`config.mk`:
```
export PLATFORM = sky130hd
export DESIGN_NAME = coin_acceptor
export DESIGN_NICKNAME = d
export VERILOG_FILES = /design/src/rtl/coin_acceptor.sv
export SDC_FILE = /design/constraint.sdc
export NUM_CORES = 1
export LEC_CHECK = 0
export BUFFER_PORTS_ARGS = -buffer_cell sky130_fd_sc_hd__buf_4
export CAP_MARGIN = 40
export CORE_AREA = 2 2 95 97
export CTS_BUF_LIST = sky130_fd_sc_hd__clkbuf_8
export DETAILED_ROUTE_END_ITERATION = 10
export DIE_AREA = 0 0 97 99
export SLEW_MARGIN = 20
export SYNTH_ARGS = -nofsm -noshare
export SYNTH_HDL_FRONTEND = slang
export SYNTH_SLANG_ARGS = --single-unit
```
`constraint.sdc`:
```
create_clock -name clk -period 4.3 [get_ports clk]
set_input_delay 0.86 -clock clk [delete_from_list [all_inputs] [get_ports clk]]
set_output_delay 0.86 -clock clk [all_outputs]
set_load 0.05 [all_outputs]
```
`src/rtl/coin_acceptor.sv`:
```
// coin_acceptor
// Front-end for the credit counter. Counts rising edges on the three coin-slot
// sensors into a pending total, then hands the total to the credit counter as a
// one-cycle money/set load. The load happens on a confirm press, or on its own
// once no coin has arrived for TIMEOUT cycles.
//
// Parameters:
//   WIDTH      width of every credit value
//   MAX_CREDIT saturation ceiling for the pending total
//   TIMEOUT    idle cycles after the last coin before the automatic commit (>= 2)
//
// Ports:
//   clk        system clock, rising edge
//   rst        asynchronous, active-high reset
//   coin1      1-unit slot sensor level; each rising edge is one coin
//   coin5      5-unit slot sensor level; each rising edge is one coin
//   coin10     10-unit slot sensor level; each rising edge is one coin
//   confirm    confirm button level; a rising edge commits at once
//   money      committed value, nonzero only while set=1
//   set        one-cycle load strobe for the credit counter
//   pending    running total that has not been committed yet
//   ovf        pending total reached MAX_CREDIT; cleared by the next commit
//
// Optional build macro COIN_REFUND_EN adds:
//   cancel     cancel button level; a rising edge while collecting refunds
//   refund     one-cycle refund strobe
//   refund_val refunded amount, nonzero only while refund=1
module coin_acceptor #(
   parameter int WIDTH      = 10,
   parameter int MAX_CREDIT = 999,
   parameter int TIMEOUT    = 16
) (
   input  logic             clk,
   input  logic             rst,
   input  logic             coin1,
   input  logic             coin5,
   input  logic             coin10,
   input  logic             confirm,
`ifdef COIN_REFUND_EN
   input  logic             cancel,
   output logic             refund,
   output logic [WIDTH-1:0] refund_val,
`endif
   output logic [WIDTH-1:0] money,
   output logic             set,
   output logic [WIDTH-1:0] pending,
   output logic             ovf
);

   localparam int TW = $clog2(TIMEOUT);
   localparam logic [TW-1:0]  T_LOAD = TW'(TIMEOUT - 1);
   localparam logic [TW-1:0]  T_ONE  = TW'(1);
   localparam logic [WIDTH:0] MAX_W  = (WIDTH + 1)'(MAX_CREDIT);
   localparam logic [WIDTH:0] V1     = (WIDTH + 1)'(1);
   localparam logic [WIDTH:0] V5     = (WIDTH + 1)'(5);
   localparam logic [WIDTH:0] V10    = (WIDTH + 1)'(10);

   typedef enum logic [1:0] {
      IDLE,
      COLLECT,
      COMMIT
   } state_t;

   // Clamp a one-bit-wider total to the credit ceiling.
   function automatic logic [WIDTH-1:0] sat_credit(input logic [WIDTH:0] total);
      if (total >= MAX_W)
         return MAX_W[WIDTH-1:0];
      else
         return total[WIDTH-1:0];
   endfunction

   state_t           state, state_nxt;
   logic             prev1, prev5, prev10, prev_confirm;
   logic             e1, e5, e10, confirm_edge, cancel_edge;
   logic [WIDTH:0]   cval;
   logic [WIDTH:0]   sum;
   logic [TW-1:0]    timer, timer_nxt;
   logic [WIDTH-1:0] pending_nxt, money_nxt;
   logic             set_nxt, ovf_nxt;

`ifdef COIN_REFUND_EN
   logic             prev_cancel;
   logic             refund_nxt;
   logic [WIDTH-1:0] refund_val_nxt;
   assign cancel_edge = cancel & ~prev_cancel;
`else
   assign cancel_edge = 1'b0;
`endif

   // Edge detection: a level held high counts only on its first cycle.
   assign e1           = coin1   & ~prev1;
   assign e5           = coin5   & ~prev5;
   assign e10          = coin10  & ~prev10;
   assign confirm_edge = confirm & ~prev_confirm;

   // Coins arriving together all count in the same cycle.
   always_comb begin
      cval = '0;
      if (e1)
         cval = cval + V1;
      if (e5)
         cval = cval + V5;
      if (e10)
         cval = cval + V10;
   end

   // One extra bit so pending + cval never wraps before saturation.
   assign sum = {1'b0, pending} + cval;

   always_comb begin
      state_nxt   = state;
      pending_nxt = pending;
      timer_nxt   = timer;
      ovf_nxt     = ovf;
      set_nxt     = 1'b0;
      money_nxt   = '0;
`ifdef COIN_REFUND_EN
      refund_nxt     = 1'b0;
      refund_val_nxt = '0;
`endif
      case (state)
         IDLE: begin
            // pending is zero here, so sum equals cval; a bare confirm is ignored.
            if (cval != '0) begin
               state_nxt   = COLLECT;
               pending_nxt = sat_credit(sum);
               ovf_nxt     = (sum >= MAX_W);
               timer_nxt   = T_LOAD;
            end
         end
         COLLECT: begin
            if (cancel_edge) begin
               // Cancel beats confirm; coins in this cycle are refunded too.
               state_nxt   = IDLE;
               pending_nxt = '0;
               ovf_nxt     = 1'b0;
               timer_nxt   = '0;
`ifdef COIN_REFUND_EN
               refund_nxt     = 1'b1;
               refund_val_nxt = sat_credit(sum);
`endif
            end else if (confirm_edge) begin
               // A coin in the confirm cycle is part of this commit.
               state_nxt   = COMMIT;
               pending_nxt = sat_credit(sum);
               money_nxt   = sat_credit(sum);
               set_nxt     = 1'b1;
               ovf_nxt     = 1'b0;
               timer_nxt   = '0;
            end else if (cval != '0) begin
               pending_nxt = sat_credit(sum);
               ovf_nxt     = ovf | (sum >= MAX_W);
               timer_nxt   = T_LOAD;
            end else if (timer == '0) begin
               state_nxt = COMMIT;
               money_nxt = pending;
               set_nxt   = 1'b1;
               ovf_nxt   = 1'b0;
            end else begin
               timer_nxt = timer - T_ONE;
            end
         end
         COMMIT: begin
            // A coin landing during the strobe starts the next collection.
            if (cval != '0) begin
               state_nxt   = COLLECT;
               pending_nxt = sat_credit(cval);
               ovf_nxt     = (cval >= MAX_W);
               timer_nxt   = T_LOAD;
            end else begin
               state_nxt   = IDLE;
               pending_nxt = '0;
               timer_nxt   = '0;
            end
         end
         default: begin
            state_nxt   = IDLE;
            pending_nxt = '0;
            timer_nxt   = '0;
            ovf_nxt     = 1'b0;
         end
      endcase
   end

   always_ff @(posedge clk or posedge rst) begin
      if (rst) begin
         state        <= IDLE;
         prev1        <= 1'b0;
         prev5        <= 1'b0;
         prev10       <= 1'b0;
         prev_confirm <= 1'b0;
         timer        <= '0;
         pending      <= '0;
         money        <= '0;
         set          <= 1'b0;
         ovf          <= 1'b0;
`ifdef COIN_REFUND_EN
         prev_cancel  <= 1'b0;
         refund       <= 1'b0;
         refund_val   <= '0;
`endif
      end else begin
         state        <= state_nxt;
         prev1        <= coin1;
         prev5        <= coin5;
         prev10       <= coin10;
         prev_confirm <= confirm;
         timer        <= timer_nxt;
         pending      <= pending_nxt;
         money        <= money_nxt;
         set          <= set_nxt;
         ovf          <= ovf_nxt;
`ifdef COIN_REFUND_EN
         prev_cancel  <= cancel;
         refund       <= refund_nxt;
         refund_val   <= refund_val_nxt;
`endif
      end
   end

endmodule

```
Word level (Yosys, flattened, before mapping) --
Index checks and enable logic that the tools add are counted.
Word-level totals: bits of input ports 6, register bits after elaboration 32
Cells by class: bitwise logic cells 9, multiplexer cells 35, $lt $le $gt $ge 2, eq/ne operators 8, reduce and logical (&&, ||, !) cells 6, add/sub/neg operators 4
Operators by type and width (number):
- $mux W10 | 9
- $pmux W10 S3 | 1
- $ge A11 B10 Y1 const B | 2
- $mux W11 | 2
- $mux W4 | 5
- $pmux W4 S3 | 1
- $add A10 B11 Y11 | 1
- $add A11 B3 Y11 const B | 1
- $add A11 B4 Y11 const B | 1
- $mux W1 | 11
- $reduce_bool A11 Y1 | 1
- $mux W2 | 4
- $ne A4 B4 Y1 const B | 2
- $ne A3 B3 Y1 const B | 2
- $pmux W2 S3 | 1
- $reduce_and A3 Y1 | 2
- $and A1 B1 Y1 | 4
- $logic_not A4 Y1 | 1
- $ne A2 B2 Y1 const B | 2
- $not A1 Y1 | 4
- $sub A4 B1 Y4 const B | 1
- $pmux W1 S3 | 1
- $eq A2 B1 Y1 const B | 1
- $eq A2 B2 Y1 const B | 1
- 3 further kinds | 3

Depth between registers and ports, before layout --
Gate-level depths: netlist of run 1.
depth after elaboration 13, mapped depth 13, mapped depth without buffers 13

Least setup slack after synthesis of run 1 --
No wires, ideal clock.
path kind input -> register, start input port coin5, end register money[4], data arrival time 3.247 ns, path slack 0.943 ns, library setup time 0.110 ns, cell stages on the path 12, cell sequence nand2b_1 -> inv_1 -> ha_1 -> inv_1 -> ha_1 -> inv_1 -> fa_1 -> a31o_2 -> xnor2_2 -> a311oi_4 -> or2_1 -> o41ai_1
On the way: longest elaborated chain between the ends 9, elaborated cells between the ends (all ways) 11
Ends and longest elaborated chain:
- start: declaration | RTL line 36 | input logic coin5,
- $and A1 B1 Y1 (*) | RTL line 92 | assign e5 = coin5 & ~prev5;
- $mux W11 (*) | RTL line 101 | if (e5)
- $add A11 B4 Y11 | RTL line 104 | cval = cval + V10;
- $mux W11 (*) | RTL line 103 | if (e10)
- $add A10 B11 Y11 | RTL line 108 | assign sum = {1'b0, pending} + cval;
- $ge A11 B10 Y1 | RTL line 66 | if (total >= MAX_W)
- $mux W10 | RTL line 66
- $mux W10 (*) | RTL line 142 | end else if (confirm_edge) begin
- $mux W10 (*) | RTL line 121 | case (state)
- via money_nxt[4] | RTL line 78 | logic [WIDTH-1:0] pending_nxt, money_nxt;
- end signal: assignment | RTL line 210 | money <= money_nxt;
- end: declaration | RTL line 44 | output logic [WIDTH-1:0] money,
Mark *: on every way through the listed nets, which the timed path passes. The rest lies on a longest branch. A chain may end at the register's enable or synchronous reset.

Worst setup path after layout of run 1 --
Same ends and word-level chain as after synthesis.

==> metrics.log, run 1 <==
INFO  metric initial_utilization = 0.242
INFO  metric track_usage = 0.112
INFO  metric hold_path_class = reg2reg
INFO  metric first_global_vias = 1,730
INFO  metric postSynth.asyncResetShare = 1.00
INFO  metric synth-edff-count = 0
INFO  metric hold_path_depth = 1
INFO  metric drt_pass1_iterations = 4
INFO  metric synth_seq_area_share = 0.386
INFO  metric rsz0062_at_grt = no
INFO  metric vias = 1,825
INFO  metric gpl_wtd_cong = 0.844
INFO  metric clock_insertion_delay_worst_skew = 280 ps
INFO  metric antenna_cells_inserted = 0
INFO  metric total_leakage_power = 1.19 nW
INFO  metric wirelength_met1 = 2480 microns
INFO  metric cts_buffer_depth = 2
INFO  metric core_region_area = 0.00855 sq mm
INFO  metric achievable-frequency = 0.283 GHz
INFO  metric port-buffer-count = 27
INFO  metric mappedNetlistNets = 248
INFO  metric sinks_on_clock_net = 32
INFO  metric drcViolationCount = 0
INFO  metric tritoncts = done
INFO  metric vdd_ir_drop_max = 0.203 mV
INFO  metric route.detailed.wl_per_inst = 14.3 microns
INFO  metric multi_input_area = 0.00118 sq mm
INFO  metric timing.clock.skew = 5.51 ps
INFO  metric ctsHtreeMaxLevel = 2
INFO  metric cp-end-kind = register
INFO  metric utilization = 0.293
INFO  metric maxCapViolations = 0
INFO  metric numCtsBuffers = 5
INFO  metric synth_cell_type_count = 48
INFO  metric syn_to_final_growth = 21.0%
INFO  metric post-cts-setup-buffer-count = 0
INFO  metric fp.dieH = 99 microns
INFO  metric post_synth.cell_area_avg = 9.01 sq um
INFO  metric post_synth_instance_area = 0.00207 sq mm
INFO  metric totalNegativeSetupSlack = 0 ps
INFO  metric drt-vias-per-instance = 4.99
INFO  metric core.rowCount = 34
INFO  metric drt_wl_total = 5220 microns
INFO  metric place.detailed.hpwl = 3940 microns
INFO  metric timing.final.crit_period = 3530 ps
INFO  metric fillerInstances = 903
INFO  metric gr-total-overflow = 0
INFO  metric die-area = 0.00960 sq mm
INFO  metric number_of_design_rule_violations_left_by_the_first_detailed_router_iteration = 111
INFO  metric ys.warnings.count = 0
INFO  metric status = completed
INFO  metric setup.worst_path.start_class = input pin
INFO  metric data_arrival_time_at_the_worst_slack_endpoint = 3690 ps
INFO  metric top_signal_layer_used = met4
INFO  metric postCtsResizedCells = 0
INFO  metric num-nets-final = 275
INFO  metric post_layout_nonfiller_instances = 366
INFO  metric setup_viol = 0
INFO  metric synth_ff_type = sky130_fd_sc_hd__dfrtp_1
INFO  metric critical_path_class = in2reg
INFO  metric wl_met2 = 2310 microns
INFO  metric grt_max_degree = 33
INFO  metric mostFrequentLayoutCells = 32 x sky130_fd_sc_hd__dfrtp_1, 31 x sky130_fd_sc_hd__buf_4, 24 x sky130_fd_sc_hd__nor2_1, 18 x sky130_fd_sc_hd__a21oi_1
INFO  metric areal_power_density_over_the_cells = 524 mW/mm^2
INFO  metric die_width = 97 microns
INFO  metric worst-endpoint-required = 4460 ps
INFO  metric final_common_cell = sky130_fd_sc_hd__dfrtp_1
INFO  metric detail-route-antenna-nets = 0
INFO  metric worst_setup_hold_path_clk_slew = 70 ps
INFO  metric grt_antenna_before_repair = 0
INFO  metric instance_count_of_the_mapped_netlist = 230
INFO  metric grt_pass1_wl = 8700 microns
INFO  metric layout_worst_path_cycle_share = 0.822
INFO  metric final-hold-violation-count = 0
INFO  metric register_area = 801 sq um
INFO  metric post-place-cells = 358
INFO  metric ff2ff_path_depth = 12
INFO  metric fin_total_pwr = 1.31 mW
INFO  metric final_layout_size_suffix_gt1_frac = 0.174
INFO  metric met3WireLength = 363 microns
INFO  metric clock_tree.root_cell = sky130_fd_sc_hd__clkbuf_8
INFO  metric max_slew.worst_pin.slew = 740 ps
INFO  metric timing.slew.headroom = 0.504
INFO  metric cp_max_fo = 7
INFO  metric final_max_slew_viols = 0
INFO  metric hold_buffers = 0
INFO  metric synth_seq_cells = 32
INFO  metric pin_count = 28
## critical path, cell delays in order
cell	delay, ps
sky130_fd_sc_hd__buf_4	110
sky130_fd_sc_hd__nand2b_1	120
sky130_fd_sc_hd__inv_1	80
sky130_fd_sc_hd__ha_1	210
sky130_fd_sc_hd__inv_1	80
sky130_fd_sc_hd__ha_1	270
sky130_fd_sc_hd__inv_1	110
sky130_fd_sc_hd__fa_1	280
sky130_fd_sc_hd__a21oi_1	100
sky130_fd_sc_hd__o22ai_1	370
sky130_fd_sc_hd__mux2i_1	340
sky130_fd_sc_hd__a311oi_4	90
sky130_fd_sc_hd__or2_1	300
sky130_fd_sc_hd__o41ai_1	380
## synthesized netlist by cell type, drive strengths merged (2+ instances only)
library cell	number	share of area
o21ai	9	0.022
nor3	5	0.012
nand3	8	0.019
inv	14	0.025
nor2b	4	0.012
xor2	3	0.013
o22ai	5	0.015
nand3b	2	0.0072
a21o	5	0.018
o41ai	2	0.0085
a211oi	2	0.0072
dfrtp	32	0.39
o211ai	4	0.014
a31oi	3	0.0091
xnor2	4	0.021
o21bai	3	0.011
mux2i	5	0.024
a311oi	6	0.034
a22o	2	0.0085
nor2	25	0.047
ha	11	0.066
and2	3	0.0091
nand2	15	0.027
a21oi	18	0.043
nand2b	6	0.018
o31ai	2	0.0072
a21boi	2	0.0072
clkbuf	11	0.020
and3	4	0.014
## cell type report
| cell class | instances | area share |
|---|---|---|
| timing repair buffer | 31 | 0.0929 |
| clock buffer | 5 | 0.0275 |
| tap | 108 | 0.0539 |
| sequential | 32 | 0.320 |
| clock inverter | 3 | 0.0155 |
| multi-input combinational | 173 | 0.470 |
| inverter | 14 | 0.0210 |
## cells by family (layout without fill, tap and decap cells)
family                   Yosys count  in the layout  share of synthesized area
AND/OR/NAND/NOR                   79             79                      0.191
adder cells (fa/ha/maj)           12             12                     0.0761
multiplexers                       5              5                     0.0242
buffers and inverters             25             53                     0.0453
flip-flops                        32             32                      0.386
XOR/XNOR                           7              7                     0.0332
AO/OA/AOI/OAI                     70             70                      0.243
## routing by layer
| layer | up-vias | track usage |
|---|---|---|
| met5 | - | 0 |
| met4 | 0 | 0.0347 |
| met3 | 9 | 0.0262 |
| met2 | 52 | 0.170 |
| met1 | 881 | 0.159 |
| li1 | 883 | - |
## report_power, final
group / total, mW / internal [mW] / switching [mW] / leakage, nW
clock: 0.282 / 0.169 / 0.113 / 0.0593
combinational: 0.587 / 0.209 / 0.377 / 0.723
sequential: 0.445 / 0.354 / 0.0916 / 0.410
total: 1.31 / 0.733 / 0.581 / 1.19
## per-stage QoR
stage	setup slack, ps	area [sq um]	hold WS, ps
finish	766	2510	518
global route	444	2510	553
floorplan	943	2070	498
global placement	501	2400	521
CTS	733	2510	527
detailed placement	441	2400	512
## registers in the layout, indices dropped and copies added, names as in the netlist
| signal | count |
|---|---|
| prev10 | 1 |
| prev1 | 1 |
| state | 2 |
| money | 10 |
| pending | 10 |
| prev5 | 1 |
| prev_confirm | 1 |
| set | 1 |
| ovf | 1 |
| timer | 4 |
## final timing paths
check | start | end | slack (ps)
max in group asynchronous | rst | prev1 | 3360
min reg2reg | ovf | ovf | 520
min | ovf | ovf | 520
max | coin5 | money[4] | 770
min in group asynchronous | rst | money[8] | 660
max reg2reg | prev5 | money[4] | 1020
Power figures use the tool's default switching activity.
==> run 2: changes to the inputs <==
- ABC_AREA: default -> 1
- CORE_AREA: 2 2 95 97 -> 2 2 102 104
- DIE_AREA: 0 0 97 99 -> 0 0 104 106
- clock period: 4.3 -> 3.11 ns (I/O delays scaled with it)
==> metrics.log, run 2 <==
INFO  metric ys.warnings.count = 0 (unchanged)
INFO  metric mostFrequentLayoutCells = 94 x sky130_fd_sc_hd__nand2_1, 57 x sky130_fd_sc_hd__inv_1, 53 x sky130_fd_sc_hd__buf_4, 37 x sky130_fd_sc_hd__nand3_1, 32 x sky130_fd_sc_hd__dfrtp_1 (was 32 x sky130_fd_sc_hd__dfrtp_1, 31 x sky130_fd_sc_hd__buf_4, 24 x sky130_fd_sc_hd__nor2_1, 18 x sky130_fd_sc_hd__a21oi_1)
INFO  metric yosysMostFrequentCell = sky130_fd_sc_hd__nand2_1 (was sky130_fd_sc_hd__dfrtp_1)
INFO  metric power.sequential.fraction = 0.262 (was 0.339)
INFO  metric drt_pass1_iterations = 6 (was 4)
INFO  metric post_layout_nonfiller_instances = 533 (was 366)
INFO  metric internal_power = 1.25 mW (was 0.733 mW)
INFO  metric number_of_design_rule_violations_left_by_the_first_detailed_router_iteration = 85 (was 111)
INFO  metric mappedNetlistNets = 362 (was 248)
INFO  metric core_region_area = 0.0100 sq mm (was 0.00855 sq mm)
INFO  metric sinks_on_clock_net = 32 (unchanged)
INFO  metric num-nets-final = 414 (was 275)
INFO  metric globalRouteMet3Util = 0.0270 (was 0.0262)
INFO  metric total_leakage_power = 1.69 nW (was 1.19 nW)
INFO  metric netSwitchingPower = 1.32 mW (was 0.581 mW)
INFO  metric postPlaceCellArea = 0.00294 sq mm (was 0.00240 sq mm)
INFO  metric port-buffer-count = 27 (unchanged)
INFO  metric post_synth.cell_area_avg = 7.01 sq um (was 9.01 sq um)
INFO  metric pin_count = 28 (unchanged)
INFO  metric fp.dieH = 106 microns (was 99 microns)
INFO  metric die-area = 0.0110 sq mm (was 0.00960 sq mm)
INFO  metric grt_pass1_wl = 10,700 microns (was 8700 microns)
INFO  metric postCtsResizedCells = 0 (unchanged)
INFO  metric tritoncts = done (unchanged)
INFO  metric cp_max_fo = 7 (unchanged)
INFO  metric worst_path_dominant_cell_family = simple AND/OR/NAND/NOR gates (was compound AO/OA/AOI/OAI gates)
INFO  metric grt_max_degree = 33 (unchanged)
INFO  metric clock_insertion_delay_worst_skew = 290 ps (was 280 ps)
INFO  metric timing.critical_path.slowest_cell_delay = 410 ps (was 380 ps)
INFO  metric timing.clock.skew = 8.52 ps (was 5.51 ps)
INFO  metric met1_usage_grt = 0.154 (was 0.159)
INFO  metric critical_path_buf_inv_count = 5 (was 4)
INFO  metric hold_buffers = 0 (unchanged)
INFO  metric drcViolationCount = 0 (unchanged)
INFO  metric fin_total_pwr = 2.58 mW (was 1.31 mW)
INFO  metric worst-endpoint-required = 3280 ps (was 4460 ps)
INFO  metric final_max_slew_viols = 0 (unchanged)
INFO  metric synth_seq_area_share = 0.332 (was 0.386)
INFO  metric vias = 2,339 (was 1,825)
INFO  metric power.clock.fraction = 0.131 (was 0.215)
INFO  metric detail-route-antenna-nets = 0 (unchanged)
INFO  metric critical_path_class = in2reg (unchanged)
INFO  metric comb_power_share = 0.607 (was 0.446)
INFO  metric biggestRegsByFlops = money: 10 flops, pending: 10 flops, timer: 4 flops (unchanged)
INFO  metric final-hold-violation-count = 0 (unchanged)
INFO  metric layout_worst_path_cycle_share = 0.947
INFO  metric drt-vias-per-instance = 4.39 (was 4.99)
INFO  metric fillerInstances = 1,108 (was 903)
INFO  metric gpl_wtd_cong = 0.924 (was 0.844)
INFO  metric synth_seq_cells = 32 (unchanged)
INFO  metric cp-end-kind = register (unchanged)
INFO  metric worst_setup_hold_path_clk_slew = 80 ps (was 70 ps)
INFO  metric final_cell_area = 0.00308 sq mm (was 0.00251 sq mm)
INFO  metric post-cts-setup-buffer-count = 0 (unchanged)
INFO  metric achievable-frequency = 0.340 GHz
INFO  metric core.rowCount = 37 (was 34)
INFO  metric cpMostUsedCell = sky130_fd_sc_hd__nor2_2 (was sky130_fd_sc_hd__inv_1)
INFO  metric post_synth_instance_area = 0.00241 sq mm (was 0.00207 sq mm)
INFO  metric synth.area.top_cells = sky130_fd_sc_hd__dfrtp_1 33%, sky130_fd_sc_hd__nand2_1 15%, sky130_fd_sc_hd__inv_1 8.9%, sky130_fd_sc_hd__nand3_1 7.7%, sky130_fd_sc_hd__ha_1 5.7% (was sky130_fd_sc_hd__dfrtp_1 39%, sky130_fd_sc_hd__ha_1 6.6%, sky130_fd_sc_hd__a21oi_1 4.3%, sky130_fd_sc_hd__nor2_1 4.3%, sky130_fd_sc_hd__nand2_1 2.7%)
INFO  metric setup.worst_path.start_class = input pin (unchanged)
INFO  metric postSynth.asyncResetShare = 1.00 (unchanged)
INFO  metric track_usage = 0.118 (was 0.112)
INFO  metric register_area = 801 sq um (unchanged)
INFO  metric grt_antenna_before_repair = 0 (unchanged)
INFO  metric die_width = 104 microns (was 97 microns)
INFO  metric vdd_ir_drop_max = 0.341 mV (was 0.203 mV)
INFO  metric power.share.switching = 0.513 (was 0.442)
INFO  metric areal_power_density_over_the_cells = 837 mW/mm^2 (was 524 mW/mm^2)
INFO  metric synth_area_leader_cell = sky130_fd_sc_hd__dfrtp_1 (unchanged)
INFO  metric critical_path.cell_chain = buf_4, inv_1, nor2_2, ha_1, buf_4, ha_1, ha_2, nand2_2, inv_2, nand3_1, nand2_1, nand2_1, nand2_2, nor2_2, nand3_1, nor2_2, nor2_2, buf_4, nand2_4, a21oi_1 (was buf_4, nand2b_1, inv_1, ha_1, inv_1, ha_1, inv_1, fa_1, a21oi_1, o22ai_1, mux2i_1, a311oi_4, or2_1, o41ai_1)
INFO  metric multi_input_area = 0.00136 sq mm (was 0.00118 sq mm)
INFO  metric hold_path_class = in2async (was reg2reg)
INFO  metric synth_ff_type = sky130_fd_sc_hd__dfrtp_1 (unchanged)
INFO  metric syn_to_final_growth = 27.7% (was 21.0%)
INFO  metric final_common_cell = sky130_fd_sc_hd__nand2_1 (was sky130_fd_sc_hd__dfrtp_1)
INFO  metric timing.final.crit_period = 2950 ps
INFO  metric maxCapViolations = 0 (unchanged)
INFO  metric global_route.peak_usage_layer = met2 (unchanged)
INFO  metric place.detailed.hpwl = 4770 microns (was 3940 microns)
INFO  metric route.detailed.wl_per_inst = 11.9 microns (was 14.3 microns)
INFO  metric ctsHtreeMaxLevel = 2 (unchanged)
INFO  metric numCtsBuffers = 5 (unchanged)
INFO  metric timing.slew.headroom = 0.654 (was 0.504)
INFO  metric drt_wl_total = 6330 microns (was 5220 microns)
INFO  metric gr-total-overflow = 0 (unchanged)
INFO  metric synth-edff-count = 0 (unchanged)
INFO  metric setup_viol = 0 (unchanged)
INFO  metric max_slew.worst_pin.slew = 515 ps (was 740 ps)
INFO  metric synth.cells.most_frequent = 94 x sky130_fd_sc_hd__nand2_1, 57 x sky130_fd_sc_hd__inv_1, 37 x sky130_fd_sc_hd__nand3_1 (was 32 x sky130_fd_sc_hd__dfrtp_1, 24 x sky130_fd_sc_hd__nor2_1, 18 x sky130_fd_sc_hd__a21oi_1)
INFO  metric clock_tree.root_cell = sky130_fd_sc_hd__clkbuf_8 (unchanged)
INFO  metric antenna_cells_inserted = 0 (unchanged)
INFO  metric instance_count_of_the_mapped_netlist = 344 (was 230)
INFO  metric status = completed (unchanged)
INFO  metric final_layout_size_suffix_gt1_frac = 0.290 (was 0.174)
INFO  metric yosysTopAreaCellShare = 0.332 (was 0.386)
INFO  metric grt_use_met2 = 0.195 (was 0.170)
INFO  metric data_arrival_time_at_the_worst_slack_endpoint = 3120 ps (was 3690 ps)
INFO  metric initial_utilization = 0.241 (was 0.242)
INFO  metric first_global_vias = 2,259 (was 1,730)
INFO  metric synth_cell_type_count = 34 (was 48)
INFO  metric cts_buffer_depth = 2 (unchanged)
INFO  metric critPathSlowestCell = sky130_fd_sc_hd__ha_2 (was sky130_fd_sc_hd__o41ai_1)
INFO  metric post-place-cells = 525 (was 358)
INFO  metric hold_slack = 423 ps (was 518 ps)
==> run 2: cell count changes in the layout (fill, tap and decap cells not counted), sizes merged, moves of 5 or more <==
cell    previous run  this run
nand4              1        12
a21oi             18         8
mux2i              5         0
nand3              8        43
a21o               5         0
buf               31        55
inv               15        61
nand2             15       108
a311oi             6         0
nand2b             6         0
==> run 2: layout make-up <==
class / count / area share
timing repair buffer: 55 / 0.137
clock inverter: 3 / 0.00772
sequential: 32 / 0.260
multi-input combinational: 240 / 0.442
inverter: 62 / 0.0756
tap: 136 / 0.0553
clock buffer: 5 / 0.0224
==> run 2: through the flow <==
step | setup WS (ps) | util | TNS [ps]
6_report | 165 | 0.308 | 0
2_1_floorplan | 108 | - | 0
4_1_cts | 93.0 | 0.303 | 0
3_5_place_dp | -204 | 0.294 | -3100
5_1_grt | -2.92 | 0.308 | -2.92
3_3_place_gp | -126 | 0.294 | -1150
==> run 2: worst paths after layout <==
kind,depth (start not counted),slack [ps],from,endpoint
max reg2reg,19,210,prev5,money[3]
max in group asynchronous,3,2380,rst,prev5
min reg2reg,2,570,timer[1],timer[1]
max,20,160,coin5,money[3]
min in group clk,1,440,coin1,prev1
min,3,420,rst,pending[4]
==> run 2: per-layer routing <==
metal	vias to the layer above	wire, microns
li1	1199	-
met1	1056	3040
met2	72	2870
met3	12	337
met4	0	85
met5	-	0
==> run 2: power by group through the flow <==
stage | combinational [mW] | sequential, mW | clock (mW)
floorplan | 0.851 | 0.905 | 0
global placement | 1.52 | 0.682 | 0
detailed placement | 1.54 | 0.680 | 0
CTS | 1.55 | 0.673 | 0.349
global route | 1.73 | 0.698 | 0.360
finish | 1.56 | 0.676 | 0.337
==> run 2: cells by family (layout without fill, tap and decap cells) <==
logic type / count (synthesis) / count (layout) / synth area share
compound gates: 32 / 32 / 0.0810
flops: 32 / 32 / 0.332
fa+ha+maj: 12 / 12 / 0.0654
xor+xnor: 2 / 2 / 0.00727
simple gates: 194 / 194 / 0.394
buf+inv: 72 / 125 / 0.120
==> run 2: worst reg2reg max path: stages (launching register included) <==
cell and delay, ps:
sky130_fd_sc_hd__dfrtp_1 390, sky130_fd_sc_hd__nor2_2 140, sky130_fd_sc_hd__ha_1 180, sky130_fd_sc_hd__inv_1 60, sky130_fd_sc_hd__buf_4 120, sky130_fd_sc_hd__ha_1 220
sky130_fd_sc_hd__ha_2 390, sky130_fd_sc_hd__nand2_2 90, sky130_fd_sc_hd__inv_2 60, sky130_fd_sc_hd__nand3_1 120, sky130_fd_sc_hd__nand2_1 110, sky130_fd_sc_hd__nand2_1 60
sky130_fd_sc_hd__nand2_2 80, sky130_fd_sc_hd__nor2_2 50, sky130_fd_sc_hd__nand3_1 80, sky130_fd_sc_hd__nor2_2 40, sky130_fd_sc_hd__nor2_2 100, sky130_fd_sc_hd__buf_4 180
sky130_fd_sc_hd__nand2_4 60, sky130_fd_sc_hd__a21oi_1 250
